### src/rtl/valu_pkg.sv
// Shared definitions for the four-lane vector ALU slice: issue, control and
// result collector all import this package.
//   - default geometry (lanes, element width, phases, register address width)
//   - ALU op encodings
//   - result collector state encoding
package valu_pkg;

  localparam int unsigned VALU_LANES  = 4;
  localparam int unsigned VALU_ELEM_W = 8;
  localparam int unsigned VALU_PHASES = 2;
  localparam int unsigned VALU_ADDR_W = 4;
  localparam int unsigned VALU_OP_W   = 3;

  // ALU op encodings shared by issue and the ALU control FSM
  typedef enum logic [VALU_OP_W-1:0] {
    ALU_ADD = 3'd0,
    ALU_SUB = 3'd1,
    ALU_AND = 3'd2,
    ALU_OR  = 3'd3,
    ALU_XOR = 3'd4,
    ALU_SHL = 3'd5,
    ALU_SHR = 3'd6,
    ALU_MUL = 3'd7
  } alu_op_e;

  // Result collector states
  typedef enum logic [1:0] {
    IDLE    = 2'd0,
    COLLECT = 2'd1,
    WB_PEND = 2'd2
  } coll_state_e;

endpackage : valu_pkg

### src/rtl/valu_result_collector.sv
// Result collector for the four-lane vector ALU.
// Gathers the phase-1 and phase-2 lane results into one vector, latches the
// destination register, and offers the vector to the register file through a
// valid/ready write-back handshake. Flags protocol violations in a sticky bit.
// Ports:
//   clk, reset        clock (posedge), asynchronous active-high reset
//   alu_start         issue strobe; dst_addr sampled with an accepted start
//   out_en1/out_en2   phase-1 / phase-2 lane results valid on lane_result
//   alu_rdy           ALU op complete
//   lane_result       LANES lane outputs, lane i at [i*ELEM_W +: ELEM_W]
//   wb_valid/wb_ready write-back handshake
//   wb_addr, wb_data  latched destination and assembled vector
//   busy              collector occupied (combinational release on accept)
//   overrun           sticky protocol error
module valu_result_collector
  import valu_pkg::*;
#(
  parameter int unsigned LANES  = VALU_LANES,
  parameter int unsigned ELEM_W = VALU_ELEM_W,
  parameter int unsigned PHASES = VALU_PHASES,
  parameter int unsigned ADDR_W = VALU_ADDR_W
) (
  input  logic                             clk,
  input  logic                             reset,
  input  logic                             alu_start,
  input  logic [ADDR_W-1:0]                dst_addr,
  input  logic                             out_en1,
  input  logic                             out_en2,
  input  logic                             alu_rdy,
  input  logic [LANES*ELEM_W-1:0]          lane_result,
  output logic                             wb_valid,
  input  logic                             wb_ready,
  output logic [ADDR_W-1:0]                wb_addr,
  output logic [LANES*PHASES*ELEM_W-1:0]   wb_data,
  output logic                             busy,
  output logic                             overrun
);

  localparam int unsigned VEC_W = LANES * PHASES * ELEM_W;

  coll_state_e       state_q, state_d;
  logic              wb_valid_q, wb_valid_d;
  logic [ADDR_W-1:0] wb_addr_q, wb_addr_d;
  logic [VEC_W-1:0]  wb_data_q, wb_data_d;
  logic              overrun_q, overrun_d;
  logic              got1_q, got1_d;
  logic              got2_q, got2_d;
  logic              cap1, cap2;

  // State and datapath registers
  always_ff @(posedge clk or posedge reset) begin
    if (reset) begin
      state_q    <= IDLE;
      wb_valid_q <= 1'b0;
      wb_addr_q  <= '0;
      wb_data_q  <= '0;
      overrun_q  <= 1'b0;
      got1_q     <= 1'b0;
      got2_q     <= 1'b0;
    end else begin
      state_q    <= state_d;
      wb_valid_q <= wb_valid_d;
      wb_addr_q  <= wb_addr_d;
      wb_data_q  <= wb_data_d;
      overrun_q  <= overrun_d;
      got1_q     <= got1_d;
      got2_q     <= got2_d;
    end
  end

  // Next-state, capture enables and error detection
  always_comb begin
    state_d    = state_q;
    wb_valid_d = wb_valid_q;
    wb_addr_d  = wb_addr_q;
    overrun_d  = overrun_q;
    got1_d     = got1_q;
    got2_d     = got2_q;
    cap1       = 1'b0;
    cap2       = 1'b0;

    unique case (state_q)
      IDLE: begin
        if (out_en1 || out_en2 || alu_rdy) overrun_d = 1'b1;
        if (alu_start) begin
          wb_addr_d = dst_addr;
          got1_d    = 1'b0;
          got2_d    = 1'b0;
          state_d   = COLLECT;
        end
      end

      COLLECT: begin
        cap1   = out_en1;
        cap2   = out_en2;
        got1_d = got1_q | out_en1;
        got2_d = got2_q | out_en2;
        if (alu_start) overrun_d = 1'b1;
        if (alu_rdy) begin
          // A capture in the same cycle as alu_rdy still counts for the op
          if (!(got1_d && got2_d)) overrun_d = 1'b1;
          wb_valid_d = 1'b1;
          state_d    = WB_PEND;
        end
      end

      WB_PEND: begin
        if (out_en1 || out_en2) overrun_d = 1'b1;
        if (wb_ready) begin
          wb_valid_d = 1'b0;
          if (alu_start) begin
            // Legal back-to-back issue in the accepting cycle
            wb_addr_d = dst_addr;
            got1_d    = 1'b0;
            got2_d    = 1'b0;
            state_d   = COLLECT;
          end else begin
            state_d = IDLE;
          end
        end else if (alu_start) begin
          overrun_d = 1'b1;
        end
      end

      default: state_d = IDLE;
    endcase
  end

  // Per-lane element capture: phase 1 fills elements 0..LANES-1,
  // phase 2 fills LANES..2*LANES-1; uncaptured elements hold.
  for (genvar i = 0; i < LANES; i++) begin : g_lane
    assign wb_data_d[i*ELEM_W +: ELEM_W] =
      cap1 ? lane_result[i*ELEM_W +: ELEM_W] : wb_data_q[i*ELEM_W +: ELEM_W];
    assign wb_data_d[(LANES+i)*ELEM_W +: ELEM_W] =
      cap2 ? lane_result[i*ELEM_W +: ELEM_W] : wb_data_q[(LANES+i)*ELEM_W +: ELEM_W];
  end

  assign wb_valid = wb_valid_q;
  assign wb_addr  = wb_addr_q;
  assign wb_data  = wb_data_q;
  assign overrun  = overrun_q;

  // Released combinationally in the accepting cycle so issue can start at once
  assign busy = (state_q != IDLE) && !((state_q == WB_PEND) && wb_ready);

endmodule : valu_result_collector

### config.mk
export PLATFORM = sky130hd
export DESIGN_NAME = valu_result_collector
export DESIGN_NICKNAME = d
export VERILOG_FILES = /design/src/rtl/valu_pkg.sv /design/src/rtl/valu_result_collector.sv
export SDC_FILE = /design/constraint.sdc
export NUM_CORES = 1
export LEC_CHECK = 0
export ABC_AREA = 0
export CAP_MARGIN = 20
export CORE_MARGIN = 2
export CORE_UTILIZATION = 43
export CTS_CLUSTER_SIZE = 8
export DETAILED_ROUTE_END_ITERATION = 12
export PLACE_DENSITY_LB_ADDON = 0.3
export SETUP_SLACK_MARGIN = 0.4
export SYNTH_ARGS = -nofsm -noshare
export SYNTH_HDL_FRONTEND = slang
export SYNTH_SLANG_ARGS = --single-unit
export TNS_END_PERCENT = 20
### constraint.sdc
create_clock -name clk -period 3.4 [get_ports clk]
set_clock_uncertainty 0.05 [all_clocks]
set_input_delay 0.85 -clock clk [delete_from_list [all_inputs] [get_ports clk]]
set_output_delay 0.85 -clock clk [all_outputs]
set_load 0.01 [all_outputs]
==> results of run 1 <==
## power groups by stage
stage | logic, W | registers (W) | clock network [W]
final | 0.00193 | 0.00156 | 0.000686
after global routing | 0.00207 | 0.00162 | 0.000745
after detailed placement | 0.00196 | 0.00158 | 0
after floorplan | 0.000692 | 0.00176 | 0
after CTS | 0.00197 | 0.00156 | 0.000713
after global placement | 0.00193 | 0.00155 | 0
## state kept, by name (all words and copies together) (netlist names)
name / flops
got1_q: 1
got2_q: 1
overrun: 1
wb_data: 64
state_q: 2
wb_addr: 4
wb_valid: 1
## cell type report
class                   instances  area, µm²  share of cell area
multi-input cells             105       1017              0.2326
flip-flops and latches         74       1852              0.4233
inverters                       3      11.26            0.002574
repair buffers                119       1189              0.2717
clock inverters                 4      50.05             0.01144
clock buffers                  12      155.1             0.03547
well taps                      80      100.1             0.02288
## layer usage
metal / share of wire / GRT usage
met2: 0.49 / 0.2874
met4: 0.020 / 0.08097
met3: 0.088 / 0.06857
met5: 0 / 0
met1: 0.40 / 0.1898
## through the flow
step                power [W]  cells
finish               0.004173    397
CTS                  0.004242    397
floorplan            0.002452    188
detailed placement   0.003531    381
global placement     0.003477    381
global route         0.004434    397
## final timing paths
kind,startpoint,end,slack (ps),cells past startpoint
min in group asynchronous,reset,wb_data[38]$_DFFE_PP0P_,930,2
worst max register to register,state_q[0]$_DFFE_PP0P_,wb_addr[1]$_DFFE_PP0P_,1600,5
worst min register to register,got1_q$_DFFE_PP0P_,got1_q$_DFFE_PP0P_,450,2
max in group asynchronous,reset,wb_data[15]$_DFFE_PP0P_,1720,3
worst min-delay path,got1_q$_DFFE_PP0P_,got1_q$_DFFE_PP0P_,450,2
worst max-delay path,wb_ready,busy,460,3
## worst max-delay path, cell delays in order
cell,delay (ps)
sky130_fd_sc_hd__clkdlybuf4s50_1,480
sky130_fd_sc_hd__a21oi_1,170
sky130_fd_sc_hd__clkdlybuf4s50_1,540
## kinds of logic (layout without fill, tap and decap cells)
| family | Yosys count | after routing | synth area share |
|---|---|---|---|
| compound gates | 11 | 11 | 0.02645 |
| fa+ha+maj | 4 | 4 | 0.01707 |
| mux | 70 | 70 | 0.2688 |
| simple gates | 20 | 20 | 0.03456 |
| buf+inv | 9 | 138 | 0.02176 |
| flops | 74 | 74 | 0.6314 |
## cells in the final DEF, fill, tap and decap left out, types with 2 or more instances in the layout
| cell | count |
|---|---|
| sky130_fd_sc_hd__a21oi_1 | 4 |
| sky130_fd_sc_hd__nor2_1 | 5 |
| sky130_fd_sc_hd__clkbuf_8 | 11 |
| sky130_fd_sc_hd__ha_1 | 4 |
| sky130_fd_sc_hd__nand2_1 | 6 |
| sky130_fd_sc_hd__clkdlybuf4s50_1 | 113 |
| sky130_fd_sc_hd__nand2b_1 | 3 |
| sky130_fd_sc_hd__buf_4 | 5 |
| sky130_fd_sc_hd__mux2_2 | 69 |
| sky130_fd_sc_hd__dfrtp_1 | 74 |
| sky130_fd_sc_hd__clkinvlp_4 | 2 |
| sky130_fd_sc_hd__inv_1 | 2 |
==> results by group, run 1 <==
Timing
  • Final Hold Slack: 454.4 ps
  • Max frequency: ~0.34 GHz
  • Setup repair after global routing missed its margin: no
  • Number of setup violations in the final report: 0
  • Post-route setup TNS: 0 ps
  • Smallest setup slack after layout: roughly 460 ps
  • Count of endpoints failing hold in the final timing report: 0
  • Post-route minimum period: 2942 ps
  • Worst Max-Slew Pin Slew: 812.9 ps
  • Max_slew headroom: 0.4573
  • Number of slew-limit violations in the final report: 0
  • Final worst-path cycle share: 0.8654

Power
  • Standby leakage power: 1.854 nW
  • Combinational share of power: 0.463
  • Power per unit of standard cell area: 954.0 mW/mm²
  • Fraction of power consumed by the clock network: 0.164
  • Switching portion of total power: 0.2958
  • Internal Dissipation: 0.002939 W
  • Largest voltage drop on the vdd net: 0.0004554 V
  • Sw power: between 0.001 and 0.0015 W
  • Proportion of power drawn by flip-flops and latches: 0.373

Routing
  • Mean number of vias per cell: between 4 and 5
  • Total wire length: 5998 µm
  • DRC violation count after routing: 0
  • DRT Pass-1 Iters: 4
  • DR vias: ~2000
  • Routed wire length per instance: 15.11 µm
  • Detailed router's first-iteration violation count: 25
  • Antenna Violating Nets Remaining: 0

GRT
  • All-layer global routing usage: 0.1712
  • Remaining global-route overflow: 0
  • Largest net degree at the start of global routing: 39
  • Wire length of the first global-routing pass: 9784 µm
  • Vias in the first global route: around 2100
  • Initial antenna violation count: 0

Die
  • Placement row count: 30
  • Effective utilization at floorplan: 0.4390
  • Full die area: 0.007497 mm²
  • Die outline height: 86.59 µm
  • DIE WIDTH: approximately 87 µm
  • I/O pin count: ~110
  • Standard cell core area: roughly 0.0067 mm²

Placed design
  • Buffers added on ports: 113
  • Placer congestion estimate: 0.7081
  • Area after DPL: 0.004169 mm²
  • Post-place setup slack: 462.5 ps
  • DPL Wire Length: 4371 µm

Synth
  • Leading cell types by total area after synthesis: sky130_fd_sc_hd__dfrtp_1 63%, sky130_fd_sc_hd__mux2_2 26%, sky130_fd_sc_hd__ha_1 1.7%
  • Number of nets produced by synthesis: 235
  • Cell with the most instances after synthesis: sky130_fd_sc_hd__dfrtp_1
  • Number of enable flip-flop cells after synthesis: 0
  • Post-synth ARST share: 1.000
  • Sequential element share of the synthesized area: 0.6314
  • Per-instance average area after synthesis: approximately 16 µm²
  • Dominant register cell in the synthesized netlist: sky130_fd_sc_hd__dfrtp_1
  • Cell taking the most area after synthesis: sky130_fd_sc_hd__dfrtp_1
  • Post-synthesis instance area: 0.002933 mm²
  • Warnings, synthesis: 0
  • Proportion of netlist area held by the largest area contributor: 0.6314
  • Flip-flop and latch count after synthesis: 74
  • Count of unique library cells instantiated by Yosys: 24
  • Top cells by count, synth: 74 x sky130_fd_sc_hd__dfrtp_1, 69 x sky130_fd_sc_hd__mux2_2, 6 x sky130_fd_sc_hd__nand2_1
  • Cell count after synthesis: 188

Clocking
  • Clock latency reported for the late side of the worst-skew pair: 330 ps
  • H-tree Lvls: 3
  • # resized after CTS: 0
  • Number of buffers added by the clock tree synthesis step: 9
  • Clock tree from TritonCTS: yes
  • Number of buffers inserted by post-CTS setup repair: 0
  • Post-CTS Hold Buffers: 0
  • Clock Path Buffers: 2
  • Sink Count: 74
  • Clock root cell: sky130_fd_sc_hd__clkbuf_8
  • Clk slew on worst S/H paths: 70 ps

Run status
  • Result of the run: completed

Setup path
  • Arr. time, crit path: 2040 ps
  • Largest fanout on the critical path: 5
  • Startpoint types: primary input
  • Worst endpoint required time: 2500 ps
  • Critical Path End Type: primary output
  • WS Path Type: in -> out

Finish
  • Fraction of layout instances using a drive strength above 1: 0.2902
  • Fin util: 0.6547
  • Filler Cells Inserted: 515
  • Post-layout nets: between 300 and 400
  • Total inserted antenna cells: 0
  • Design area: 0.004374 mm²
  • Post-synthesis to final-layout area growth: 49.15%

Min path
  • Hold/Removal Path Class: reg -> reg

Job
  • Max Cap Viol: 0
Power figures use the tool's default switching activity.
==> run 2: changes to the inputs <==
Settings changed: REMOVE_ABC_BUFFERS set to 1.
==> results by group, run 2 (synthesis gave the netlist of run 1 again) <==
Timing
  • Final Hold Slack: 455.9 ps (+1.495 ps)
  • Count of endpoints failing hold in the final timing report: 0 (unchanged)
  • Worst Max-Slew Pin Slew: 407.5 ps (-405.4 ps)
  • Number of setup violations in the final report: 0 (unchanged)
  • Post-route minimum period: 2557 ps (-385.2 ps)
  • Final worst-path cycle share: 0.7521 (-0.1133)
  • Smallest setup slack after layout: 842.8 ps (+385.2 ps)
  • Number of slew-limit violations in the final report: 0 (unchanged)
  • Post-route setup TNS: 0 ps (unchanged)
  • Max_slew headroom: 0.7283 (+0.2710)
  • Max frequency: 0.3911 GHz (+15%)
  • Setup repair after global routing missed its margin: no

Die
  • Full die area: 0.007497 mm² (unchanged)
  • DIE WIDTH: 86.59 µm (unchanged)
  • Placement row count: 30 (unchanged)
  • Standard cell core area: 0.006681 mm² (unchanged)
  • Die outline height: 86.59 µm (unchanged)
  • Effective utilization at floorplan: 0.4390 (unchanged)
  • I/O pin count: 114 (unchanged)

Setup path
  • Largest fanout on the critical path: 5 (unchanged)
  • Arr. time, crit path: 1660 ps (-380 ps)
  • Minimum setup slack among reg-to-reg paths: 1500 ps (-100 ps)
  • Startpoint types: primary input
  • Critical Path End Type: primary output
  • Bufs and invs on worst path: 2 (unchanged)
  • Largest delay share family, worst path: buffers and inverters
  • Crit. Startpoint: wb_ready
  • Worst endpoint required time: 2500 ps (about the same)
  • Worst-path cell with the longest stage delay: sky130_fd_sc_hd__clkdlybuf4s50_1
  • WS Path Type: in -> out
  • Worst stage delay on the critical path: 470 ps (-70 ps)
  • Crit path cell chain: clkdlybuf4s50_1, a21oi_1, dlymetal6s2s_1
  • Worst reg2reg path startpoint: state_q[1]$_DFFE_PP0P_

Placed design
  • Post-place setup slack: 471.9 ps (+9.349 ps)
  • DPL Wire Length: 4571 µm (+4.6%)
  • Placer congestion estimate: 0.7506 (+6.0%)
  • Buffers added on ports: 113 (unchanged)

Routing
  • DRC violation count after routing: 0 (unchanged)
  • Mean number of vias per cell: 4.939 (-0.96%)
  • Antenna Violating Nets Remaining: 0 (unchanged)
  • DRT Pass-1 Iters: 4 (unchanged)
  • Detailed router's first-iteration violation count: 66 (+160%)
  • DR vias: 1956 (-1.2%)
  • Highest routed metal layer: met4
  • Total wire length: 6414 µm (+6.9%)
  • Met2 wire len: 3218 µm (+9.7%)
  • Met3 routed wirelength: 450 µm (-15%)
  • Routed wire length per instance: 16.20 µm (+7.2%)
  • Wire length the detailed router placed on met1: 2667 µm (+10%)

GRT
  • All-layer global routing usage: 0.1810 (+0.009768)
  • Largest net degree at the start of global routing: 75 (+92%)
  • Vias in the first global route: 2084 (-0.24%)
  • Wire length of the first global-routing pass: 10320 µm (+5.5%)
  • Remaining global-route overflow: 0 (unchanged)
  • Initial antenna violation count: 0 (unchanged)

Min path
  • Hold Path Origin: wb_data[56]$_DFFE_PP0P_
  • Hold/Removal Path Class: reg -> reg

Finish
  • Commonest non-fill, non-tap cell in the layout: sky130_fd_sc_hd__clkdlybuf4s50_1
  • Post-layout nets: 358 (-0.28%)
  • Number of flip-flops in the largest register: 64 (unchanged)
  • Filler Cells Inserted: 516 (+0.19%)
  • Commonest cells after routing, fill and taps aside: 112 x sky130_fd_sc_hd__clkdlybuf4s50_1, 74 x sky130_fd_sc_hd__dfrtp_1, 69 x sky130_fd_sc_hd__mux2_2
  • Area of combinational cells with multiple inputs: 0.001017 mm² (unchanged)
  • Register area: 0.001852 mm² (unchanged)
  • Fraction of layout instances using a drive strength above 1: 0.2911 (+0.0009184)
  • Total inserted antenna cells: 0 (unchanged)
  • Post-synthesis to final-layout area growth: 48.08%

Power
  • Power per unit of standard cell area: 950.4 mW/mm² (-0.37%)
  • Largest voltage drop on the vdd net: 0.0004974 V (+9.2%)
  • Standby leakage power: 1.845 nW (-0.46%)

Clocking
  • Clk slew on worst S/H paths: 70 ps (about the same)
  • Clock latency reported for the late side of the worst-skew pair: 340 ps (about the same)
  • Clock Path Buffers: 2 (unchanged)
  • Clock tree from TritonCTS: yes
  • Number of buffers added by the clock tree synthesis step: 9 (unchanged)
  • Sink Count: 74 (unchanged)
  • Clock root cell: sky130_fd_sc_hd__clkbuf_8
  • H-tree Lvls: 3 (unchanged)

Run status
  • Result of the run: completed

Job
  • Max Cap Viol: 0 (unchanged)
[run 2: changes by cell type in the layout (fill, tap and decap cells not counted), sizes merged]
cell / previous run / this run
buf: 6 / 5
bufinv: 1 / 0
clkbuf: 12 / 10
clkdlybuf4s50: 113 / 112
clkinv: 1 / 2
clkinvlp: 2 / 3
dlymetal6s2s: 0 / 1
inv: 3 / 4
[run 2: worst paths after layout]
kind                                                end  cells past startpoint
worst max register to register  wb_data[32]$_DFFE_PP0P_                      5
max in group asynchronous        wb_addr[2]$_DFFE_PP0P_                      3
min in group asynchronous       wb_data[24]$_DFFE_PP0P_                      3
worst min register to register  wb_data[56]$_DFFE_PP0P_                      1
worst min-delay path            wb_data[56]$_DFFE_PP0P_                      1
worst max-delay path                               busy                      3
[run 2: through the flow]
step                      total power, W  cell area (µm²)    util  std cells
after global placement          0.003489             4161  0.6228        380
after floorplan                 0.002427             2880       -        182
final                           0.004128             4343  0.6500        396
after global routing            0.004377             4343  0.6500        396
after detailed placement        0.003548             4161  0.6228        380
after CTS                       0.004179             4340  0.6496        396
[run 2: area by class of cell]
class,instances,share of cell area
Multi-Input combinational cell,105,0.2342
Clock inverter,6,0.009507
Tap cell,80,0.02305
Clock buffer,10,0.03169
Timing Repair Buffer,118,0.2725
Inverter,3,0.002593
Sequential cell,74,0.4264
[run 2: metal layers]
layer	global-route usage	up-vias
met5	0	-
met4	0.05966	0
met3	0.06857	8
met2	0.2958	60
met1	0.2220	974
li1	-	914
[run 2: timing repair]
action / in CTS / in global routing
resized for setup: 0 / 1
endpoints found under the setup margin: 0 / 1
buffers inserted: 0 / 0
hold buffers: 0 / 0
[run 2: power by group]
group	internal (W)	switching (W)
clock network	0.000284	0.000332
registers	0.00133	0.000228
logic	0.00123	0.000725
total	0.00284	0.00128
==> run 3: changes to the inputs <==
Clock period 3.4 ns to 2.4 ns, I/O delays scaled along.
==> results by group, run 3 (synthesis gave the netlist of run 1 again) <==
Min path
  • Hold Path Origin: wb_valid$_DFFE_PP0P_
  • Hold Crit Endpoint: wb_valid$_DFFE_PP0P_
  • Hold/Removal Path Class: reg -> reg
  • WHS Path Cells: 2 (+1)

Run status
  • Result of the run: completed

Setup path
  • Worst reg2reg path depth: 5 (unchanged)
  • WS Path Type: in -> out
  • Arr. time, crit path: 1300 ps (-360 ps)
  • Largest fanout on the critical path: 2 (-3)
  • Worst endpoint required time: 1750 ps (-750 ps)
  • Startpoint types: primary input
  • Critical Path End Type: primary output
  • Bufs and invs on worst path: 2 (unchanged)
  • Worst stage delay on the critical path: 420 ps (-50 ps)
  • Worst reg2reg path startpoint: state_q[0]$_DFFE_PP0P_
  • Largest delay share family, worst path: buffers and inverters
  • Crit path cell chain: clkdlybuf4s50_1, a21oi_1, buf_2
  • Minimum setup slack among reg-to-reg paths: 640 ps (-860 ps)
  • Worst-path cell with the longest stage delay: sky130_fd_sc_hd__clkdlybuf4s50_1
  • Crit Reg-Reg Endpoint: wb_data[20]$_DFFE_PP0P_
  • Critical path depth in cells: 3 (unchanged)

Timing
  • Max_slew headroom: 0.6423 (-0.08597)
  • Number of slew-limit violations in the final report: 0 (unchanged)
  • Max frequency: 0.5125 GHz
  • Number of setup violations in the final report: 0 (unchanged)
  • Final worst-path cycle share: 0.8130
  • Post-route minimum period: 1951 ps
  • Worst Max-Slew Pin Slew: 535.7 ps (+128.2 ps)
  • Final Hold Slack: 455.1 ps (-0.8440 ps)
  • Count of endpoints failing hold in the final timing report: 0 (unchanged)
  • Setup repair after global routing missed its margin: no

Die
  • Die outline height: 86.59 µm (unchanged)
  • DIE WIDTH: 86.59 µm (unchanged)
  • I/O pin count: 114 (unchanged)
  • Standard cell core area: 0.006681 mm² (unchanged)
  • Full die area: 0.007497 mm² (unchanged)
  • Placement row count: 30 (unchanged)
  • Effective utilization at floorplan: 0.4390 (unchanged)

Clocking
  • Clock tree from TritonCTS: yes
  • Clk slew on worst S/H paths: 70 ps (about the same)
  • H-tree Lvls: 3 (unchanged)
  • Clock Path Buffers: 2 (unchanged)
  • Number of buffers added by the clock tree synthesis step: 9 (unchanged)
  • Clock root cell: sky130_fd_sc_hd__clkbuf_8
  • Clock latency reported for the late side of the worst-skew pair: 320 ps (-20 ps)
  • Post-CTS Hold Buffers: 0 (unchanged)
  • Sink Count: 74 (unchanged)

Power
  • Standby leakage power: 1.855 nW (+0.52%)
  • Power per unit of standard cell area: 1329 mW/mm² (+40%)
  • Total power: 0.005813 W (+41%)
  • Largest voltage drop on the vdd net: 0.0007250 V (+46%)

Finish
  • Commonest non-fill, non-tap cell in the layout: sky130_fd_sc_hd__clkdlybuf4s50_1
  • Number of flip-flops in the largest register: 64 (unchanged)
  • Post-layout nets: 362 (+1.1%)
  • Fraction of layout instances using a drive strength above 1: 0.3063 (+0.01511)
  • Area of combinational cells with multiple inputs: 0.001022 mm² (+0.49%)
  • Commonest cells after routing, fill and taps aside: 112 x sky130_fd_sc_hd__clkdlybuf4s50_1, 74 x sky130_fd_sc_hd__dfrtp_1, 69 x sky130_fd_sc_hd__mux2_2
  • Filler Cells Inserted: 521 (+0.97%)
  • Total inserted antenna cells: 0 (unchanged)
  • Register area: 0.001852 mm² (unchanged)
  • Post-Layout Cell Count: 400 (+1.0%)
  • Post-synthesis to final-layout area growth: 49.15%

Routing
  • Routed wire length per instance: 15.81 µm (-2.4%)
  • DRT Pass-1 Iters: 4 (unchanged)
  • DRC violation count after routing: 0 (unchanged)
  • Antenna Violating Nets Remaining: 0 (unchanged)
  • Mean number of vias per cell: 4.940 (about the same)
  • Total wire length: 6322 µm (-1.4%)
  • Detailed router's first-iteration violation count: 66 (unchanged)
  • DR vias: 1976 (+1.0%)

Placed design
  • Placer congestion estimate: 0.7491 (-0.20%)
  • Number of placed instances, taps included: 382 (+0.53%)
  • Buffers added on ports: 113 (unchanged)
  • DPL Wire Length: 4656 µm (+1.8%)

GRT
  • Remaining global-route overflow: 0 (unchanged)
  • Initial antenna violation count: 0 (unchanged)
  • Vias in the first global route: 2065 (-0.91%)
  • All-layer global routing usage: 0.1747 (-0.006330)
  • Wire length of the first global-routing pass: 9942 µm (-3.7%)
  • Largest net degree at the start of global routing: 32 (-57%)

Job
  • Max Cap Viol: 0 (unchanged)
[run 3: timing repair]
| item | CTS | global route |
|---|---|---|
| pin swaps | 0 | 0 |
| setup buffers | 2 | 0 |
| gates resized for setup | 5 | 1 |
| setup endpoints to repair | 1 | 1 |
[run 3: worst max path at each step]
stage                   startpoint  slack, ps                 end
6_report                  wb_ready        450                busy
5_1_grt        overrun$_DFFE_PP0P_        410             overrun
2_1_floorplan                reset       -130  got1_q$_DFFE_PP0P_
4_1_cts                   wb_ready        450                busy
3_3_place_gp              wb_ready         50                busy
3_5_place_dp              wb_ready         50                busy
[run 3: power by group]
part           switching [W]  internal (W)
clock               0.000446      0.000377
combinational        0.00104       0.00176
sequential          0.000307       0.00188
[run 3: through the flow]
stage               utilization  setup WS (ps)  cell area, µm²  setup TNS, ps
floorplan                     -         -131.6            2880          -9740
global placement         0.6270          47.46            4189              0
detailed placement       0.6270          46.92            4189              0
CTS                      0.6543          448.2            4372              0
global route             0.6547          411.6            4374              0
finish                   0.6547          448.9            4374              0
[run 3: final cells by class]
cell class              count  share of cell area
clock inverters             6            0.009725
repair buffers            122              0.2786
clock buffers              10             0.02918
multi-input cells         105              0.2337
inverters                   3            0.002574
flip-flops and latches     74              0.4233
well taps                  80             0.02288
[run 3: worst register-to-register path, cell delays in order (launching register included)]
cell	delay, ps
sky130_fd_sc_hd__dfrtp_1	380
sky130_fd_sc_hd__buf_4	150
sky130_fd_sc_hd__ha_1	280
sky130_fd_sc_hd__nand2_1	120
sky130_fd_sc_hd__buf_4	290
sky130_fd_sc_hd__mux2_2	390
[run 3: per-layer routing]
layer  wire length, µm  global-route usage
met1              2550              0.2101
met5                 0                   0
met4                68             0.06392
met2              3223              0.2888
met3               480             0.06381
==> RTL edit 1 (flow settings as in run 2) <==
`wb_addr_q` and `wb_data_q` no longer have a reset.
--- a/src/rtl/valu_result_collector.sv
+++ b/src/rtl/valu_result_collector.sv
@@ -52,20 +52,21 @@
     if (reset) begin
       state_q    <= IDLE;
       wb_valid_q <= 1'b0;
-      wb_addr_q  <= '0;
-      wb_data_q  <= '0;
       overrun_q  <= 1'b0;
       got1_q     <= 1'b0;
       got2_q     <= 1'b0;
     end else begin
       state_q    <= state_d;
       wb_valid_q <= wb_valid_d;
-      wb_addr_q  <= wb_addr_d;
-      wb_data_q  <= wb_data_d;
       overrun_q  <= overrun_d;
       got1_q     <= got1_d;
       got2_q     <= got2_d;
     end
+  end
+
+  always_ff @(posedge clk) begin
+    wb_addr_q <= wb_addr_d;
+    wb_data_q <= wb_data_d;
   end
 
   // Next-state, capture enables and error detection
Behaviour: not the same (Yosys sat finds a counterexample within 4 cycles, from zero or initial values and one cycle with reset high).
==> RTL edit 1 against run 2 <==
  * Worst setup slack got worse by 0.21 ns
  * Sequential cell count did not move
  * Die area fell by 14%
  * Wire length fell by 18%
  * First-iteration DRC count rose by 23%
  * Final cell count fell by 19%
  * Final area fell by 8.6%
  * Synthesized area fell by 15%
Power is not compared: it rests on default switching activity, and its combinational part moved more than twofold at a synthesized area within 25%.
==> RTL edit 1: results (changes against run 2) <==
metric,value,unit,change
CP Launch Point,state_q[0],,
met2 usage,28.92,%,-0.66 points
Yosys cell types,23,,-4.2%
wire length on met3,333,µm,-26%
leading post-synthesis cells by cell area,"edfxtp_1, dfrtp_1, ha_1",,
Metal-1 WL,2075,µm,-22%
DP Worst Slack,0.4268,ns,-0.04509 ns
syn avg cell area,21.27,µm²,+36%
min-delay src,got1_q,,
vias in the first global route,1391,,-33%
Slew headroom,71.65,%,-1.2 points
status,completed,,
share of layout cells above drive strength 1,8.871,%,-20 points
GP Congestion,0.8310,,+11%
Compound-Gate Fraction of Synth Area,3.017,%,+0.37 points
end of the worst register-to-register path,wb_data[32],,
Reg2Reg Depth,4,,-1
wire per inst,16.41,µm,+1.3%
dpl cells,304,,-20%
Tot GR Track Use,16.83,%,-1.3 points
ys async rst share,8.108,%,-92 points
post-place instance area,3725,µm²,-10%
fillcell total,377,,-27%
worst reg-to-reg setup slack,1.61,ns,+0.11 ns
grt met3 use,4.382,%,-2.5 points
# nets final,290,,-19%
number of flops mapped to enable cells by yosys,68,,+68
sink of the worst hold path,got1_q,,
overall power,2.710,mW,
RTL edit 1: changes by cell type after synthesis, sizes merged, moves of 2 or more:
cell / change
mux2: -69
dfrtp: -68
edfxtp: +68
buf: -6
nand2: -4
a21oi: +2
and2: +2
nor2: +2
RTL edit 1: worst register-to-register path: stages, from the launching register on:
cell     delay [ns]
dfrtp_1        0.43
inv_1          0.10
ha_1           0.29
and2_1         0.17
buf_4          0.38
RTL edit 1: area by class of cell:
cell class                 count  area (µm²)  area share, %
tap                           72       90.09          2.271
timing repair buffer         115        1149          28.95
sequential                    74        2192          55.25
clock inverter                 7       116.4          2.933
clock buffer                   9       123.9          3.122
multi-input combinational     39       281.5          7.096
inverter                       4       15.01         0.3784
RTL edit 1: repair_timing:
item,in CTS,in global routing
gates resized for setup,0,1
endpoints found under the setup margin,0,1
setup buffers,0,0
==> RTL edit 2 (flow settings as in run 2) <==
Made on the original files. `VALU_LANES`: 4 -> 6.
--- a/src/rtl/valu_pkg.sv
+++ b/src/rtl/valu_pkg.sv
@@ -5,7 +5,7 @@
 //   - result collector state encoding
 package valu_pkg;
 
-  localparam int unsigned VALU_LANES  = 4;
+  localparam int unsigned VALU_LANES  = 6;
   localparam int unsigned VALU_ELEM_W = 8;
   localparam int unsigned VALU_PHASES = 2;
   localparam int unsigned VALU_ADDR_W = 4;
Interface: changed (resized lane_result and wb_data); port bits go from 114 to 162. No check against the original RTL was run, so the function may have changed too.
==> RTL edit 2 against run 2 <==
  * Wire length is 39% higher
  * Synthesized area is 41% higher
  * Worst setup slack worse by 0.38 ns
  * Final area is 40% higher
  * Total power is 39% higher
  * Die area is 39% higher
  * Sequential power is 42% higher
  * Sequential cell count is 32 higher
  * Count of clock-buffer cells in the layout is 1 lower
  * Highest routed layer unchanged
==> RTL edit 2: results (changes against run 2) <==
metric,value,unit,change
Critical Path Max Stage Delay,0.54,ns,+0.07 ns
post-place instance area,5879,µm²,+41%
"slowest stage cell, crit path",clkdlybuf4s50_1,,
worst slew pin tran,0.4128,ns,+0.005235 ns
Max H-tree Level,3,,unchanged
"Reg clk slew, reported paths",0.08,ns,
Reg power frac,38.8,%,+1.1 points
Clock Tree Root,clkbuf_8,,
worst hold path class,reg -> reg,,
status,completed,,
post-synthesis mux area share,27.60,%,+0.72 points
DR iter-0 viols,50,,-24%
n_diodes,0,,unchanged
GP Congestion,0.7600,,+1.3%
fillcell total,721,,+40%
Tot GR Track Use,17.57,%,-0.53 points
arrival time at the worst endpoint,2.03,ns,+0.37 ns
Yosys cell types,25,,+4.2%
HPWL Detailed,6536,µm,+43%
share of layout cells above drive strength 1,29.44,%,+0.33 points
Max VDD drop,0.4810,mV,-3.3%
Buffers on Ports,161,,+42%
drt total wl,8910,µm,+39%
MaxCap Viol Count,0,,unchanged
Resize count post-CTS,0,,unchanged
initial antenna violation count,0,,unchanged
postcts setup bufs,0,,unchanged
# nets final,488,,+36%
vias in the first global route,2889,,+39%
Net Sw Frac,30.43,%,-0.70 points
Longest Clk Path Bufs,2,,unchanged
leading post-synthesis cells by cell area,"dfrtp_1, mux2_2, ha_1",,
total CTS buffers,9,,unchanged
Pleak,2.551,nW,+38%
ys async rst share,100.0,%,unchanged
sequential share of the synthesized area,64.36,%,+1.2 points
Compound-Gate Fraction of Synth Area,2.307,%,-0.34 points
DRT Pass-1 Iters,4,,unchanged
number of synthesis warnings,0,,unchanged
Clock Power,0.732,mW,+19%
Post-synth top cells,"dfrtp_1, mux2_2, nand2_1",,
XOR/XNOR Fraction of Synth Area,0,%,unchanged
max reg flops,96,,+50%
ratio of routed vias to standard cells,4.905,,-0.70%
clk_lat worst skew,0.34,ns,about the same
largest net degree at the start of global routing,61,,-19%
global-route wire length before repair,13970,µm,+35%
crit-path leading delay family,buffers and inverters,,
Max Fanout on Critical Path,5,,unchanged
adder-cell share of the synthesized area,1.214,%,-0.49 points
[RTL edit 2: changes by cell type after synthesis, moves of 2 or more]
| cell | delta |
|---|---|
| buf_2 | +4 |
| buf_4 | -2 |
| buf_6 | +2 |
| dfrtp_1 | +32 |
| mux2_2 | +31 |
| nand2_1 | +2 |
| nor2_1 | -2 |
[RTL edit 2: final timing paths]
kind	from	endpoint	slack [ns]	cells after the start
worst max-delay path	wb_ready	busy	0.47	3
worst min-delay path	wb_data[46]	wb_data[46]	0.45	1
worst max register to register	state_q[0]	wb_data[79]	1.60	4
worst min register to register	wb_data[46]	wb_data[46]	0.45	1
max in group asynchronous	reset	wb_data[26]	1.83	3
min in group asynchronous	reset	wb_data[54]	0.79	2
[RTL edit 2: logic make-up after synthesis]
group | Yosys count
AO/OA/AOI/OAI | 14
adder cells (fa/ha/maj) | 4
buffers and inverters | 14
flip-flops | 106
multiplexers | 101
AND/OR/NAND/NOR | 18
[RTL edit 2: layout make-up]
class | instances | share of cell area [%]
Clock inverter | 5 | 0.9292
Clock buffer | 9 | 2.044
Multi-Input combinational cell | 137 | 22.75
Timing Repair Buffer | 167 | 27.54
Tap cell | 129 | 2.664
Sequential cell | 106 | 43.77
Inverter | 4 | 0.2891
[RTL edit 2: metal layers]
metal	wire (µm)	GRT usage, %	vias up
met4	59	4.308	0
met5	0	0	-
li1	-	-	1240
met1	3437	20.53	1380
met2	4411	28.90	106
met3	1000	9.097	6
[RTL edit 2: per-stage QoR]
step	power, mW	std cells	setup WS (ns)	util, %	hold WS, ns
floorplan	3.456	247	-0.2889	-	0.4134
global placement	4.972	543	0.4739	63.33	0.4271
detailed placement	5.066	543	0.4765	63.33	0.4405
CTS	5.821	557	0.4650	65.27	0.4581
global route	6.089	557	0.4249	65.27	0.4675
finish	5.731	557	0.4650	65.27	0.4542
